[config.mk]
export PLATFORM = sky130hd
export DESIGN_NAME = scoreboard_regfile_flat
export DESIGN_NICKNAME = d
export VERILOG_FILES = /design/src/rtl/sb_pkg.sv /design/src/rtl/scoreboard_regfile_if.sv /design/src/rtl/sb_counter.sv /design/src/rtl/scoreboard_regfile.sv /design/src/flat_wrapper.sv
export SDC_FILE = /design/constraint.sdc
export NUM_CORES = 2
export LEC_CHECK = 0
export CORE_MARGIN = 3
export CORE_UTILIZATION = 45
export DETAILED_ROUTE_END_ITERATION = 8
export GPL_TIMING_DRIVEN = 0
export HOLD_SLACK_MARGIN = 0.1
export PLACE_DENSITY = 0.7
export SETUP_SLACK_MARGIN = 0.3
export SYNTH_ARGS = -nofsm -noshare
export SYNTH_HDL_FRONTEND = slang
export SYNTH_SLANG_ARGS = --single-unit
[constraint.sdc]
create_clock -name clk -period 7.2 [get_ports clk]
set_input_delay 0.72 -clock clk [delete_from_list [all_inputs] [get_ports clk]]
set_output_delay 0.72 -clock clk [all_outputs]
set_load 0.01 [all_outputs]
[src/rtl/sb_pkg.sv]
// Shared defaults and sizing helper for the scoreboard register file.
package sb_pkg;
  localparam int DEF_XLEN    = 32;
  localparam int DEF_NREG    = 32;
  localparam int DEF_NRD     = 2;
  localparam int DEF_MAXPEND = 3;

  // Bits needed to hold a pending count in 0..maxpend.
  function automatic int cnt_width(input int maxpend);
    return (maxpend < 1) ? 1 : $clog2(maxpend + 1);
  endfunction
endpackage

[src/rtl/scoreboard_regfile_if.sv]
// Read, issue, writeback and flush bundle between decode/writeback and the scoreboard.
interface scoreboard_regfile_if import sb_pkg::*; #(
  parameter int XLEN = DEF_XLEN,
  parameter int NREG = DEF_NREG,
  parameter int NRD  = DEF_NRD
) ();
  localparam int AW = $clog2(NREG);

  logic [NRD*AW-1:0]   raddr;
  logic [NRD*XLEN-1:0] rdata;
  logic [NRD-1:0]      rbusy;
  logic                issue_valid;
  logic [AW-1:0]       issue_dest;
  logic                issue_ready;
  logic                wb_we;
  logic [AW-1:0]       wb_addr;
  logic [XLEN-1:0]     wb_data;
  logic                flush;
  logic                err_underflow;

  modport master (
    output raddr, issue_valid, issue_dest, wb_we, wb_addr, wb_data, flush,
    input  rdata, rbusy, issue_ready, err_underflow
  );

  modport slave (
    input  raddr, issue_valid, issue_dest, wb_we, wb_addr, wb_data, flush,
    output rdata, rbusy, issue_ready, err_underflow
  );
endinterface

[src/rtl/sb_counter.sv]
// Saturating pending-writer counter; clr wins, inc+dec together hold.
module sb_counter #(
  parameter int CW  = 2,
  parameter int MAX = 3
) (
  input  logic          clk,
  input  logic          resetn,
  input  logic          inc,
  input  logic          dec,
  input  logic          clr,
  output logic [CW-1:0] cnt
);
  localparam logic [CW-1:0] MAXV = CW'(MAX);

  always_ff @(posedge clk or negedge resetn) begin
    if (!resetn)                              cnt <= '0;
    else if (clr)                             cnt <= '0;
    else if (inc && !dec && cnt != MAXV)      cnt <= cnt + CW'(1);
    else if (dec && !inc && cnt != '0)        cnt <= cnt - CW'(1);
  end
endmodule

[src/rtl/scoreboard_regfile.sv]
// Register file with per-register pending-writer tracking, write-through reads
// and issue back-pressure when a destination already has MAXPEND writers.
module scoreboard_regfile import sb_pkg::*; #(
  parameter int XLEN    = DEF_XLEN,
  parameter int NREG    = DEF_NREG,
  parameter int NRD     = DEF_NRD,
  parameter int MAXPEND = DEF_MAXPEND
) (
  input logic                 clk,
  input logic                 resetn,
  scoreboard_regfile_if.slave sb
);
  localparam int AW = $clog2(NREG);
  localparam int CW = cnt_width(MAXPEND);
  localparam logic [CW-1:0] MAXV = CW'(MAXPEND);

  logic [NREG-1:0][XLEN-1:0] regs;
  logic [CW-1:0]             cnt [NREG];
  logic                      wb_live;
  logic                      fire;
  logic                      err_q;

  assign wb_live = sb.wb_we && (sb.wb_addr != '0);

  // A same-cycle writeback to the destination frees a slot, so it can accept.
  assign sb.issue_ready = !sb.flush &&
                          ((sb.issue_dest == '0) || (cnt[sb.issue_dest] < MAXV) ||
                           (sb.wb_we && (sb.wb_addr == sb.issue_dest)));
  assign fire = sb.issue_valid && sb.issue_ready;

  assign cnt[0] = '0;
  for (genvar r = 1; r < NREG; r++) begin : g_cnt
    sb_counter #(.CW(CW), .MAX(MAXPEND)) u_cnt (
      .clk    (clk),
      .resetn (resetn),
      .inc    (fire && (sb.issue_dest == AW'(r))),
      .dec    (sb.wb_we && (sb.wb_addr == AW'(r))),
      .clr    (sb.flush),
      .cnt    (cnt[r])
    );
  end

  always_ff @(posedge clk or negedge resetn) begin
    if (!resetn)      regs <= '0;
    else if (wb_live) regs[sb.wb_addr] <= sb.wb_data;
  end

  always_ff @(posedge clk or negedge resetn) begin
    if (!resetn)                                 err_q <= 1'b0;
    else if (wb_live && cnt[sb.wb_addr] == '0)   err_q <= 1'b1;
  end
  assign sb.err_underflow = err_q;

  logic [NRD-1:0][XLEN-1:0] rdata_l;
  logic [NRD-1:0]           rbusy_l;
  logic [AW-1:0]            ra;
  logic                     hit;

  // Busy means some writer is still outstanding after this cycle's writeback.
  always_comb begin
    rdata_l = '0;
    rbusy_l = '0;
    ra      = '0;
    hit     = 1'b0;
    for (int i = 0; i < NRD; i++) begin
      ra         = sb.raddr[i*AW +: AW];
      hit        = sb.wb_we && (sb.wb_addr == ra) && (ra != '0);
      rdata_l[i] = hit ? sb.wb_data : regs[ra];
      rbusy_l[i] = (ra != '0) && (cnt[ra] != '0) && !(hit && cnt[ra] == CW'(1));
    end
  end

  assign sb.rdata = rdata_l;
  assign sb.rbusy = rbusy_l;
endmodule
[src/flat_wrapper.sv]
// flat-port wrapper written by rule: the top's interface ports become plain ports
module scoreboard_regfile_flat import sb_pkg::*;
#(
  parameter int XLEN    = DEF_XLEN,
  parameter int NREG    = DEF_NREG,
  parameter int NRD     = DEF_NRD,
  parameter int MAXPEND = DEF_MAXPEND
)
  (clk, resetn, sb_raddr, sb_issue_valid, sb_issue_dest, sb_wb_we, sb_wb_addr, sb_wb_data, sb_flush, sb_rdata, sb_rbusy, sb_issue_ready, sb_err_underflow);
  scoreboard_regfile_if #(.XLEN(XLEN), .NREG(NREG), .NRD(NRD)) sb_i ();
  input logic clk;
  input logic resetn;
  input wire logic [$bits(sb_i.raddr)-1:0] sb_raddr;
  input wire logic [$bits(sb_i.issue_valid)-1:0] sb_issue_valid;
  input wire logic [$bits(sb_i.issue_dest)-1:0] sb_issue_dest;
  input wire logic [$bits(sb_i.wb_we)-1:0] sb_wb_we;
  input wire logic [$bits(sb_i.wb_addr)-1:0] sb_wb_addr;
  input wire logic [$bits(sb_i.wb_data)-1:0] sb_wb_data;
  input wire logic [$bits(sb_i.flush)-1:0] sb_flush;
  output wire logic [$bits(sb_i.rdata)-1:0] sb_rdata;
  output wire logic [$bits(sb_i.rbusy)-1:0] sb_rbusy;
  output wire logic [$bits(sb_i.issue_ready)-1:0] sb_issue_ready;
  output wire logic [$bits(sb_i.err_underflow)-1:0] sb_err_underflow;
  assign sb_i.raddr = sb_raddr;
  assign sb_i.issue_valid = sb_issue_valid;
  assign sb_i.issue_dest = sb_issue_dest;
  assign sb_i.wb_we = sb_wb_we;
  assign sb_i.wb_addr = sb_wb_addr;
  assign sb_i.wb_data = sb_wb_data;
  assign sb_i.flush = sb_flush;
  assign sb_rdata = sb_i.rdata;
  assign sb_rbusy = sb_i.rbusy;
  assign sb_issue_ready = sb_i.issue_ready;
  assign sb_err_underflow = sb_i.err_underflow;
  scoreboard_regfile #(.XLEN(XLEN), .NREG(NREG), .NRD(NRD), .MAXPEND(MAXPEND)) u_core (.clk(clk), .resetn(resetn), .sb(sb_i));
endmodule
==> impl_metrics.json <==
{
  "ys_types": 76,
  "endpoint": "sb_rdata[63]",
  "ioPinCount": 125,
  "grtUsageTotal_pct": 31.9,
  "reg2reg_from": "u_core.g_cnt[29].u_cnt.cnt[1]",
  "timing.final.crit_share_pct": 89.6,
  "postPlaceCellArea_um2": 63900,
  "critPathLaunchType": "input port",
  "synth_area_um2": 60500,
  "required_ns": 6.48,
  "drc_errors": 0,
  "grt.overflow.total": 0,
  "setup_viol": 0,
  "cts_tree": "done",
  "startpoint": "sb_raddr[6]",
  "skew_ns": 0.0252,
  "htree_levels": 3,
  "cp_data_arrival_time_ns": 5.73,
  "start_util_pct": 45.6,
  "nNetsFinal": 4892,
  "ys_top_cells_by_area": "dfrtp_1 (45%), mux4_2 (25%), mux2_2 (13%)",
  "hold_viol_final": 0,
  "clockBufferDepth": 3,
  "totalWireLength_mm": 222,
  "synth_ff_type": "dfrtp_1",
  "drt_iter0_drc": 6081,
  "wl_per_cell_um": 33.1,
  "r2r_slack_ns": 4.07,
  "slew_headroom_pct": -8.22,
  "fin_area_um2": 68000,
  "cts_sinks": 1087,
  "fp.dieH_um": 373,
  "drive_above_1_share_pct": 33.9,
  "syn_inst": 4603,
  "grt_pass1_vias": 44700,
  "grt_max_degree": 178,
  "clock_latency_ns": 0.78,
  "finalCriticalPeriod_ns": 6.45,
  "port_buffers": 106,
  "drt_pre_antenna_iters": 6,
  "worst_pin_slew_ns": 1.62,
  "yosysTopAreaCellShare_pct": 45.0,
  "cts_buffers": 113,
  "ctsHoldBuffers": 1,
  "synth_area_per_cell_um2": 13.1,
  "leakage_nw": 29.3,
  "clock.fmax_mhz": 155,
  "cts-root-buf": "clkbuf_16",
  "dp_hpwl_mm": 153,
  "cts.clk_slew.worst_paths_ns": 0.06,
  "path_max_fanout": 10,
  "postCtsResizedCells": 0,
  "viasPerCell": 6.74,
  "drtAntennaViolNets": 0,
  "grt_pass1_wl_mm": 315,
  "antenna_found_initial": 6,
  "core_um2": 132000,
  "async_flop_share_pct": 100,
  "setup_tns_ns": 0,
  "synth.ff_latch_count": 1087,
  "dieArea_um2": 139000,
  "syn_nets": 4660,
  "synth_top_area_cell": "dfrtp_1",
  "yosysWarnings": 0,
  "slew_violations": 43,
  "synth_edf_count": 0,
  "die_w_um": 373,
  "vias": 45100,
  "area_growth_pct": 12.5,
  "ir_worst_vdd_uv": 256,
  "powerDensity_nw_per_um2": 270,
  "cap_viol_max_count": 5,
  "yosysSeqAreaShare_pct": 45.0,
  "status": "finished with violations",
  "worstHoldPathType": "register to register",
  "cts_setup_buffers": 0,
  "fp-row-count": 133,
  "critPathCaptureType": "primary output",
  "place_congestion": 0.990,
  "violations": "max-capacitance violations, max-slew violations",
  "rsz0062_at_grt": "false",
  "reg2reg_to": "u_core.g_cnt[15].u_cnt.cnt[0]",
  "crit_type": "input port to primary output",
  "ff2ff_path_depth": 9
}
worst min path at each step:
stage,cells past startpoint,slack [ns],to,startpoint
3_3_place_gp,1,0.45,u_core.regs[12],u_core.regs[12]
4_1_cts,1,0.48,u_core.regs[16],u_core.regs[16]
6_report,1,0.47,u_core.regs[11],u_core.regs[11]
2_1_floorplan,0,0.42,u_core.g_cnt[10].u_cnt.cnt[0],resetn
5_1_grt,1,0.50,u_core.regs[9],u_core.regs[9]
3_5_place_dp,1,0.46,u_core.regs[11],u_core.regs[11]
critical path, cell delays in order:
cell and delay (ns):
clkbuf_1 0.43, clkbuf_1 1.01, buf_1 1.17, mux4_2 0.44, mux4_2 0.25, mux2i_1 0.08
o21ai_0 0.88, clkdlybuf4s50_1 0.72
per-layer routing:
metal / wire [um] / vias up / part of all wire, % / global-route usage (%)
li1: - / 17500 / - / -
met1: 80700 / 23600 / 36 / 41.1
met2: 97600 / 3223 / 44 / 47.0
met3: 29000 / 771 / 13 / 11.7
met4: 14400 / 8 / 6.5 / 17.4
met5: 60 / - / 0.027 / 0
logic make-up after synthesis:
family                 share of synthesized area, %
AO/OA/AOI/OAI                                  3.06
XOR/XNOR                                      0.362
buffers and inverters                          3.24
flip-flops                                     45.0
multiplexers                                   40.0
AND/OR/NAND/NOR                                8.38
through the flow:
| stage | util, % | worst slack [ns] | std cells | hold WS (ns) | power (W) |
|---|---|---|---|---|---|
| after floorplan | - | 3.43 | 4603 | 0.424 | 0.0105 |
| after global placement | 48.1 | -44.87 | 6464 | 0.452 | 0.0119 |
| after detailed placement | 48.3 | 0.840 | 6471 | 0.464 | 0.0120 |
| after CTS | 51.3 | 0.839 | 6685 | 0.481 | 0.0183 |
| after global routing | 51.3 | 0.567 | 6688 | 0.499 | 0.0189 |
| final | 51.3 | 0.747 | 6695 | 0.474 | 0.0183 |
final cells by class:
cell class / count / area [um2]
sequential: 1087 / 27200
inverter: 17 / 63.8
tap: 1755 / 2200
multi-input combinational: 3011 / 31300
timing repair buffer: 117 / 1310
clock buffer: 165 / 3340
fill: 11200 / 64500
antenna: 7 / 17.5
buffer: 488 / 1920
clock inverter: 48 / 632
placed cells by master, fill, tap and decap left out, types with 14 or more instances in the layout:
master	n
a21oi_1	47
and2_1	17
buf_1	76
buf_2	19
clkbuf_1	393
clkbuf_16	115
clkbuf_2	14
clkbuf_8	30
clkdlybuf4s50_1	105
clkinv_2	23
dfrtp_1	1087
inv_1	16
mux2_2	715
mux2i_1	74
mux4_2	682
nand2_1	1007
nand3_1	23
nor2_1	79
nor3_1	27
o21ai_0	88
report_power, final:
group	leakage [nW]	switching (W)	internal, W
Combinational	13.3	0.00177	0.00226
Clock	1.96	0.00271	0.00363
Sequential	14.1	0.000788	0.00719
Total	29.3	0.00527	0.0131
sequential cells by signal (all words and copies together) (netlist names):
register                 flops
u_core.g_cnt.u_cnt.cnt      62
u_core.sb.err_underflow      1
u_core.regs               1024
Yosys cell counts, types with 23 or more instances:
cell type,count
mux2_2,715
nor3_1,27
a21oi_1,47
nand3_1,23
dfrtp_1,1087
nor2_1,80
clkbuf_1,377
mux2i_1,74
nand2_1,1007
mux4_2,682
buf_1,91
o21ai_0,88
Power figures use the tool's default switching activity.
